File: src/rtl/rand_stream_gen.sv
// Rejection-sampling random stream generator: a Fibonacci LFSR feeds candidates, in-range ones are handed off over valid/ready.
// Optional macro RAND_ODD_ONLY_EN additionally restricts accepted values to odd numbers.
module rand_stream_gen #(
   parameter int          WIDTH     = 8,
   parameter int unsigned TAPS      = 32'h0000_00B8,
   parameter int unsigned SEED      = 1,
   parameter int unsigned LO        = 1,
   parameter int unsigned HI        = 10,
   parameter int unsigned COUNT_MAX = 5,
   localparam int         CW        = $clog2(COUNT_MAX + 1)
) (
   input  logic             clk,
   input  logic             rst_n,
   input  logic             start,
   input  logic             seed_load,
   input  logic [WIDTH-1:0] seed_in,
   input  logic             rnd_ready,
   output logic             rnd_valid,
   output logic [WIDTH-1:0] rnd_data,
   output logic [CW-1:0]    rnd_count,
   output logic             busy,
   output logic             done
);

   localparam logic [WIDTH-1:0] TAPS_W     = TAPS[WIDTH-1:0];
   localparam logic [WIDTH-1:0] SEED_W     = SEED[WIDTH-1:0];
   localparam logic [WIDTH-1:0] LO_W       = LO[WIDTH-1:0];
   localparam logic [WIDTH-1:0] HI_W       = HI[WIDTH-1:0];
   localparam logic [CW-1:0]    COUNT_LAST = CW'(COUNT_MAX);

   typedef enum logic [1:0] {
      S_IDLE,
      S_GEN,
      S_HOLD,
      S_DONE
   } state_e;

   state_e           state_q, state_d;
   logic [WIDTH-1:0] lfsr_q, lfsr_d;
   logic [WIDTH-1:0] data_q, data_d;
   logic             valid_q, valid_d;
   logic [CW-1:0]    count_q, count_d;

   logic [WIDTH-1:0] lfsr_step;
   logic [CW-1:0]    count_inc;
   logic             in_range;
   logic             cand_ok;

   assign lfsr_step = {lfsr_q[WIDTH-2:0], ^(lfsr_q & TAPS_W)};
   assign count_inc = count_q + 1'b1;
   assign in_range  = (lfsr_q >= LO_W) && (lfsr_q <= HI_W);

`ifdef RAND_ODD_ONLY_EN
   assign cand_ok = in_range && lfsr_q[0];
`else
   assign cand_ok = in_range;
`endif

   always_ff @(posedge clk or negedge rst_n) begin
      if (!rst_n) begin
         state_q <= S_IDLE;
         lfsr_q  <= SEED_W;
         data_q  <= '0;
         valid_q <= 1'b0;
         count_q <= '0;
      end else begin
         state_q <= state_d;
         lfsr_q  <= lfsr_d;
         data_q  <= data_d;
         valid_q <= valid_d;
         count_q <= count_d;
      end
   end

   always_comb begin
      state_d = state_q;
      lfsr_d  = lfsr_q;
      data_d  = data_q;
      valid_d = valid_q;
      count_d = count_q;
      case (state_q)
         S_IDLE, S_DONE: begin
            // A same-cycle seed load lands before GEN, so it becomes the first candidate.
            if (seed_load) begin
               lfsr_d = (seed_in == '0) ? SEED_W : seed_in;
            end
            if (start) begin
               state_d = S_GEN;
               count_d = '0;
            end
         end
         S_GEN: begin
            lfsr_d = lfsr_step;
            if (cand_ok) begin
               data_d  = lfsr_q;
               valid_d = 1'b1;
               state_d = S_HOLD;
            end
         end
         S_HOLD: begin
            if (rnd_ready) begin
               valid_d = 1'b0;
               count_d = count_inc;
               state_d = (count_inc == COUNT_LAST) ? S_DONE : S_GEN;
            end
         end
         default: begin
            state_d = S_IDLE;
         end
      endcase
   end

   assign rnd_valid = valid_q;
   assign rnd_data  = data_q;
   assign rnd_count = count_q;
   assign busy      = (state_q == S_GEN) || (state_q == S_HOLD);
   assign done      = (state_q == S_DONE);

endmodule
File: config.mk
export PLATFORM = sky130hd
export DESIGN_NAME = rand_stream_gen
export DESIGN_NICKNAME = d
export VERILOG_FILES = /design/src/rtl/rand_stream_gen.sv
export SDC_FILE = /design/constraint.sdc
export NUM_CORES = 1
export LEC_CHECK = 0
export ABC_CLOCK_PERIOD_IN_PS = 5250
export BUFFER_PORTS_ARGS = -buffer_cell sky130_fd_sc_hd__buf_2
export CAP_MARGIN = 30
export CORE_ASPECT_RATIO = 1.1
export CORE_UTILIZATION = 55
export DETAILED_ROUTE_END_ITERATION = 7
export PLACE_DENSITY = 0.85
export SLEW_MARGIN = 20
export SYNTH_ARGS = -nofsm -noshare
export SYNTH_HDL_FRONTEND = slang
export SYNTH_SLANG_ARGS = --single-unit
export TNS_END_PERCENT = 1
File: constraint.sdc
create_clock -name clk -period 5.25 [get_ports clk]
set_clock_uncertainty 0.1 [all_clocks]
set_input_delay 1.05 -clock clk [delete_from_list [all_inputs] [get_ports clk]]
set_output_delay 1.05 -clock clk [all_outputs]
set_load 0.05 [all_outputs]
==> flow_metrics.env, run 1 <==
export IMPL_rsz0062_at_grt="false"
export IMPL_syn_nets=155
export IMPL_core_sq_um=2300
export IMPL_yosysTopAreaCell="dfrtp_1"
export IMPL_via_count=1109
export IMPL_drc=0
export IMPL_ios=27
export IMPL_synthTopCellsByCount="dfrtp_1 (21), o22ai_1 (14), a21oi_1 (10), nand2_1 (9), ha_1 (8)"
export IMPL_ff2ff_path_depth=6
export IMPL_fp_dieArea_sq_um=2690
export IMPL_die_height_microns=54.3
export IMPL_dr_first_iter_drc_count=26
export IMPL_p_clk_frac=0.132
export IMPL_path_class="reg -> out"
export IMPL_p_sw_frac=0.467
export IMPL_wl_microns=2900
export IMPL_power_leakage_nw=0.759
export IMPL_p_seq_frac=0.314
export IMPL_grt_max_degree=24
export IMPL_grt_first_pass_wirelength_microns=4790
export IMPL_setup_violations=0
export IMPL_nFillCells=200
export IMPL_n_antenna_cell=0
export IMPL_htree_levels=1
export IMPL_required_ns=4.10
export IMPL_io_buffers=26
export IMPL_min_period_over_period=0.560
export IMPL_first_pass_iters=4
export IMPL_antenna_found_initial=0
export IMPL_rrSetupSlack_ns=3.03
export IMPL_synth_edff_count=0
export IMPL_tightest_slew_ns=0.770
export IMPL_p_switching_w=0.000467
export IMPL_slew_violations=0
export IMPL_post_cts_buffers=0
export IMPL_synthArstFlopShare=1.00
export IMPL_synth_seq_cells=22
export IMPL_hold_violations=0
export IMPL_area_growth_synth_to_final_pct=14.0
export IMPL_intPower_w=0.000534
export IMPL_relSlewSlack=0.487
export IMPL_outcome="completed"
export IMPL_wl_per_cell_microns=15.4
export IMPL_place_gp_congestion=0.821
export IMPL_cts_tree="built"
export IMPL_drive_gt1_frac=0.291
export IMPL_grtUsageTotal=0.240
export IMPL_cp_end_kind="output port"
export IMPL_crit_arrival_ns=1.79
export IMPL_cts_root_buffer_cell="clkbuf_4"
export IMPL_yosys_most_used_dff="dfrtp_1"
export IMPL_synth_seq_area_share=0.403
export IMPL_syn_instance_count=134
export IMPL_layout_setup_ws_ns=2.31
export IMPL_syn_cell_area_sq_um=1370
export IMPL_start_util=0.595
export IMPL_synth_cell_type_count=41
export IMPL_final_area_sq_um=1560
export IMPL_ctsResizeCount=0
export IMPL_nets=180
export IMPL_yosysWarnings=0
export IMPL_worstPathMaxFanout=23
export IMPL_timing_setup_tns_ns=0
export IMPL_post_route_util=0.679
export IMPL_clockBufferDepth=2
export IMPL_yosys_top_cells_area="dfrtp_1 (38%), ha_1 (7.3%), mux2_4 (6.6%)"
export IMPL_yosys_cell_count_top_type="dfrtp_1"
export IMPL_totalPowerFinal_w=0.00100
export IMPL_clock_sinks=22
export IMPL_layout_min_cycle_time_ns=2.94
export IMPL_ant_nets=0
export IMPL_die_x_microns=49.5
export IMPL_postPlaceCellArea_sq_um=1510
export IMPL_max_clock_freq_mhz=340
export IMPL_synth_top_area_frac=0.384
export IMPL_numCtsBuffers=3
export IMPL_min_path_type="reg -> reg"
export IMPL_hold_buffers=0
export IMPL_power_combinational_fraction=0.554
export IMPL_clkSlewWorstSetupHoldPaths_ns=0.13
export IMPL_dp_slack_ns=2.68
export IMPL_holdPathStages=1
export IMPL_grt_pass1_vias=1088
export IMPL_maxCapViolations=0
export IMPL_grt_ovfl_total=0
export IMPL_fp_row_count=18
export IMPL_hpwlAfterDp_microns=2140
export IMPL_ir_drop_uv=475
export IMPL_cellPowerDensity_nw_per_um2=642
export IMPL_vias_per_cell=5.90
export IMPL_syn_avg_cell_area_sq_um=10.2
export IMPL_cp_start_kind="flop"
export IMPL_clk_latency_ns=0.31
-- critical path: stages, from the launching register on --
cell	delay (ns)
dfrtp_1	0.43
inv_1	0.08
ha_1	0.70
inv_2	0.04
buf_2	0.22
-- sequential cells by signal, indices dropped and copies added (netlist names) --
| register | cells |
|---|---|
| lfsr_q | 8 |
| rnd_valid | 1 |
| state_q | 2 |
| rnd_data | 8 |
| rnd_count | 3 |
-- layout make-up --
class                           count  area [sq um]  area share
Clock inverter                      1          30.0      0.0193
Clock buffer                        3          22.5      0.0144
Sequential cell                    22           552       0.354
Multi-Input combinational cell     96           749       0.481
Inverter                           10          37.5      0.0241
Tap cell                           30          37.5      0.0241
Timing Repair Buffer               26           130      0.0835
-- through the flow --
| step | hold slack [ns] | instances |
|---|---|---|
| detailed placement | 0.370 | 184 |
| CTS | 0.404 | 188 |
| finish | 0.401 | 188 |
| global route | 0.427 | 188 |
| global placement | 0.364 | 184 |
| floorplan | 0.434 | 134 |
-- cells by family after synthesis --
| family | after synthesis | synth area share |
|---|---|---|
| AOI/OAI and AO/OA | 46 | 0.229 |
| adders and majority gates | 8 | 0.0732 |
| muxes | 11 | 0.106 |
| DFF | 22 | 0.403 |
| and+or+nand+nor | 30 | 0.123 |
| xor gates and xnor gates | 1 | 0.0174 |
| buffers and inverters | 16 | 0.0485 |
-- per-layer routing --
metal  share of wire  track usage  vias up
met1            0.44        0.284      522
met4           0.012       0.0810        0
met5               0            0        -
met2            0.51        0.457       41
met3           0.035       0.0278        5
li1                -            -      541
-- worst paths after layout --
kind,endpoint,start
max,busy,state_q[0]
min,rnd_data[6],rnd_data[6]
max reg2reg,state_q[1],state_q[0]
min reg2reg,rnd_data[6],rnd_data[6]
max in group asynchronous,lfsr_q[0],rst_n
min in group asynchronous,rnd_data[3],rst_n
-- power by group through the flow --
stage | clock [W] | combinational [W] | sequential, W
after floorplan | 0 | 0.000404 | 0.000358
after global placement | 0 | 0.000530 | 0.000309
after detailed placement | 0 | 0.000551 | 0.000317
after CTS | 0.000134 | 0.000554 | 0.000313
after global routing | 0.000142 | 0.000604 | 0.000323
final | 0.000132 | 0.000554 | 0.000315
-- layout by cell type (no fill, tap or decap), types with 2 or more instances in the layout --
cell type	instances
clkbuf_4	3
mux2_1	2
nand2b_1	3
o21ai_0	6
a22o_1	3
and2_1	2
inv_2	3
buf_2	26
inv_1	7
nand3_1	3
o22ai_1	14
mux2_4	6
a21oi_1	10
mux2_2	2
nand2_1	9
ha_1	8
nor2_1	4
nand4_1	2
dfrtp_1	21
o21ai_1	3
Power figures use the tool's default switching activity.
==> inputs of run 2 (changes only) <==
Settings changed: ABC_CLOCK_PERIOD_IN_PS 5250 to 2400, CORE_UTILIZATION 55 to 49, PLACE_DENSITY 0.85 to 0.8.
Clock period 5.25 ns to 2.4 ns, I/O delays scaled along.
==> flow_metrics.env, run 2 (synthesized netlist as in run 1, its figures left out) <==
export IMPL_grtUsageMet1=0.272
export IMPL_drc=0
export IMPL_p_seq_frac=0.311
export IMPL_relSlewSlack=0.507
export IMPL_ff_latch_area_sq_um=552
export IMPL_io_buffers=26
export IMPL_grt_pass1_vias=1093
export IMPL_cts_root_buffer_cell="clkbuf_4"
export IMPL_setup_violations=0
export IMPL_drive_gt1_frac=0.296
export IMPL_intPower_w=0.00118
export IMPL_crit_arrival_ns=1.52
export IMPL_slew_violations=0
export IMPL_ios=27
export IMPL_die_x_microns=52.4
export IMPL_cp_start_kind="flop"
export IMPL_grtUsageMet2=0.358
export IMPL_clkSlewWorstSetupHoldPaths_ns=0.13
export IMPL_clk_latency_ns=0.31
export IMPL_maxCapViolations=0
export IMPL_vias_per_cell=5.92
export IMPL_use_met3=0.0453
export IMPL_grt_max_degree=23
export IMPL_fp_row_count=19
export IMPL_clockBufferDepth=2
export IMPL_power_leakage_nw=0.764
export IMPL_hold_slack_ns=0.00169
export IMPL_nets=181
export IMPL_place_gp_congestion=0.880
export IMPL_cellPowerDensity_nw_per_um2=1390
export IMPL_outcome="completed"
export IMPL_final_common_cell="buf_2"
export IMPL_p_sw_frac=0.461
export IMPL_rsz0062_at_grt="false"
export IMPL_cp_end_kind="output port"
export IMPL_multi_input_area_sq_um=749
export IMPL_ant_nets=0
export IMPL_dr_first_iter_drc_count=17
export IMPL_tightest_slew_ns=0.739
export IMPL_wl_microns=2750
export IMPL_fp_dieArea_sq_um=3010
export IMPL_p_switching_w=0.00101
export IMPL_ir_drop_uv=974
export IMPL_power_combinational_fraction=0.557
export IMPL_grt_first_pass_wirelength_microns=4820
export IMPL_hold_violations=0
export IMPL_nFillCells=213
export IMPL_critPathTopFamily="flip-flops"
export IMPL_timing_setup_tns_ns=0
export IMPL_p_clk_frac=0.132
export IMPL_grtUsageTotal=0.212
export IMPL_layout_min_cycle_time_ns=2.10
export IMPL_crit_chain="inv_1 > ha_1 > inv_2 > buf_2"
export IMPL_core_sq_um=2570
export IMPL_crit_path_max_incr_delay_ns=0.43
export IMPL_grt_busiest_layer="met2"
export IMPL_numCtsBuffers=3
export IMPL_cts_tree="built"
export IMPL_hpwlAfterDp_microns=2050
export IMPL_crit_path_top_delay_cell="dfrtp_1"
export IMPL_required_ns=1.82
export IMPL_wl_per_cell_microns=14.5
export IMPL_grt_ovfl_total=0
export IMPL_max_clock_freq_mhz=476
export IMPL_via_count=1124
export IMPL_htree_levels=1
export IMPL_min_path_type="in -> async"
export IMPL_start_util=0.533
export IMPL_hold_buffers=0
export IMPL_min_period_over_period=0.875
export IMPL_ctsResizeCount=0
export IMPL_n_antenna_cell=0
export IMPL_antenna_found_initial=0
export IMPL_area_growth_synth_to_final_pct=14.6
export IMPL_mostFrequentLayoutCells="buf_2 (26), dfrtp_1 (21), o22ai_1 (14)"
export IMPL_post_cts_buffers=0
export IMPL_first_pass_iters=4
export IMPL_critPathBufInv=3
export IMPL_worstPathMaxFanout=5
export IMPL_clock_sinks=22
export IMPL_die_height_microns=57.4
export IMPL_path_class="reg -> out"
==> run 2: changes by cell type in the layout (fill, tap and decap cells not counted) <==
| cell | previous run | this run |
|---|---|---|
| buf_4 | 0 | 1 |
==> run 2: worst register-to-register path, delay by kind of cell, from the launching register on <==
family / cells / cell delay (ns)
flops: 1 / 0.45
buf+inv: 1 / 0.12
mux: 1 / 0.38
simple gates: 2 / 0.56
compound gates: 1 / 0.17
fa+ha+maj: 1 / 0.15
==> run 2: final cells by class <==
class / instances / share of cell area
clock buffers: 3 / 0.0144
clock inverters: 1 / 0.0192
inverters: 10 / 0.0239
multi-input cells: 96 / 0.478
flip-flops and latches: 22 / 0.352
well taps: 31 / 0.0247
repair buffers: 27 / 0.0878
==> run 2: final timing paths <==
check | start | slack [ns] | cells after the start | end
setup / recovery | state_q[0] | 0.30 | 4 | busy
max in group asynchronous | rst_n | 1.85 | 1 | lfsr_q[0]
hold reg to reg | rnd_data[7] | 0.41 | 1 | rnd_data[7]
hold / removal | rst_n | 0.002 | 1 | rnd_count[0]
setup reg to reg | lfsr_q[4] | 0.36 | 6 | rnd_data[0]
min in group clk | seed_in[3] | 0.38 | 3 | lfsr_q[3]
==> run 2: stage by stage <==
step,utilization,cells,setup WS (ns),power [W],area (sq um)
4_1_cts,0.611,190,0.290,0.00219,1570
3_5_place_dp,0.590,186,0.390,0.00190,1520
3_3_place_gp,0.590,186,0.436,0.00186,1520
6_report,0.611,190,0.300,0.00218,1570
5_1_grt,0.611,190,0.155,0.00237,1570
2_1_floorplan,-,134,0.308,0.00167,1370
==> run 2: power groups by stage <==
| stage | Sequential, W | Clock (W) | Combinational (W) |
|---|---|---|---|
| 2_1_floorplan | 0.000782 | 0 | 0.000884 |
| 5_1_grt | 0.000701 | 0.000312 | 0.00135 |
| 4_1_cts | 0.000678 | 0.000295 | 0.00122 |
| 3_5_place_dp | 0.000686 | 0 | 0.00121 |
| 6_report | 0.000680 | 0.000288 | 0.00122 |
| 3_3_place_gp | 0.000676 | 0 | 0.00118 |
==> run 2: per-layer routing <==
metal / part of all wire / vias up
li1: - / 549
met1: 0.44 / 532
met2: 0.49 / 41
met3: 0.057 / 2
met4: 0.0069 / 0
met5: 0 / -
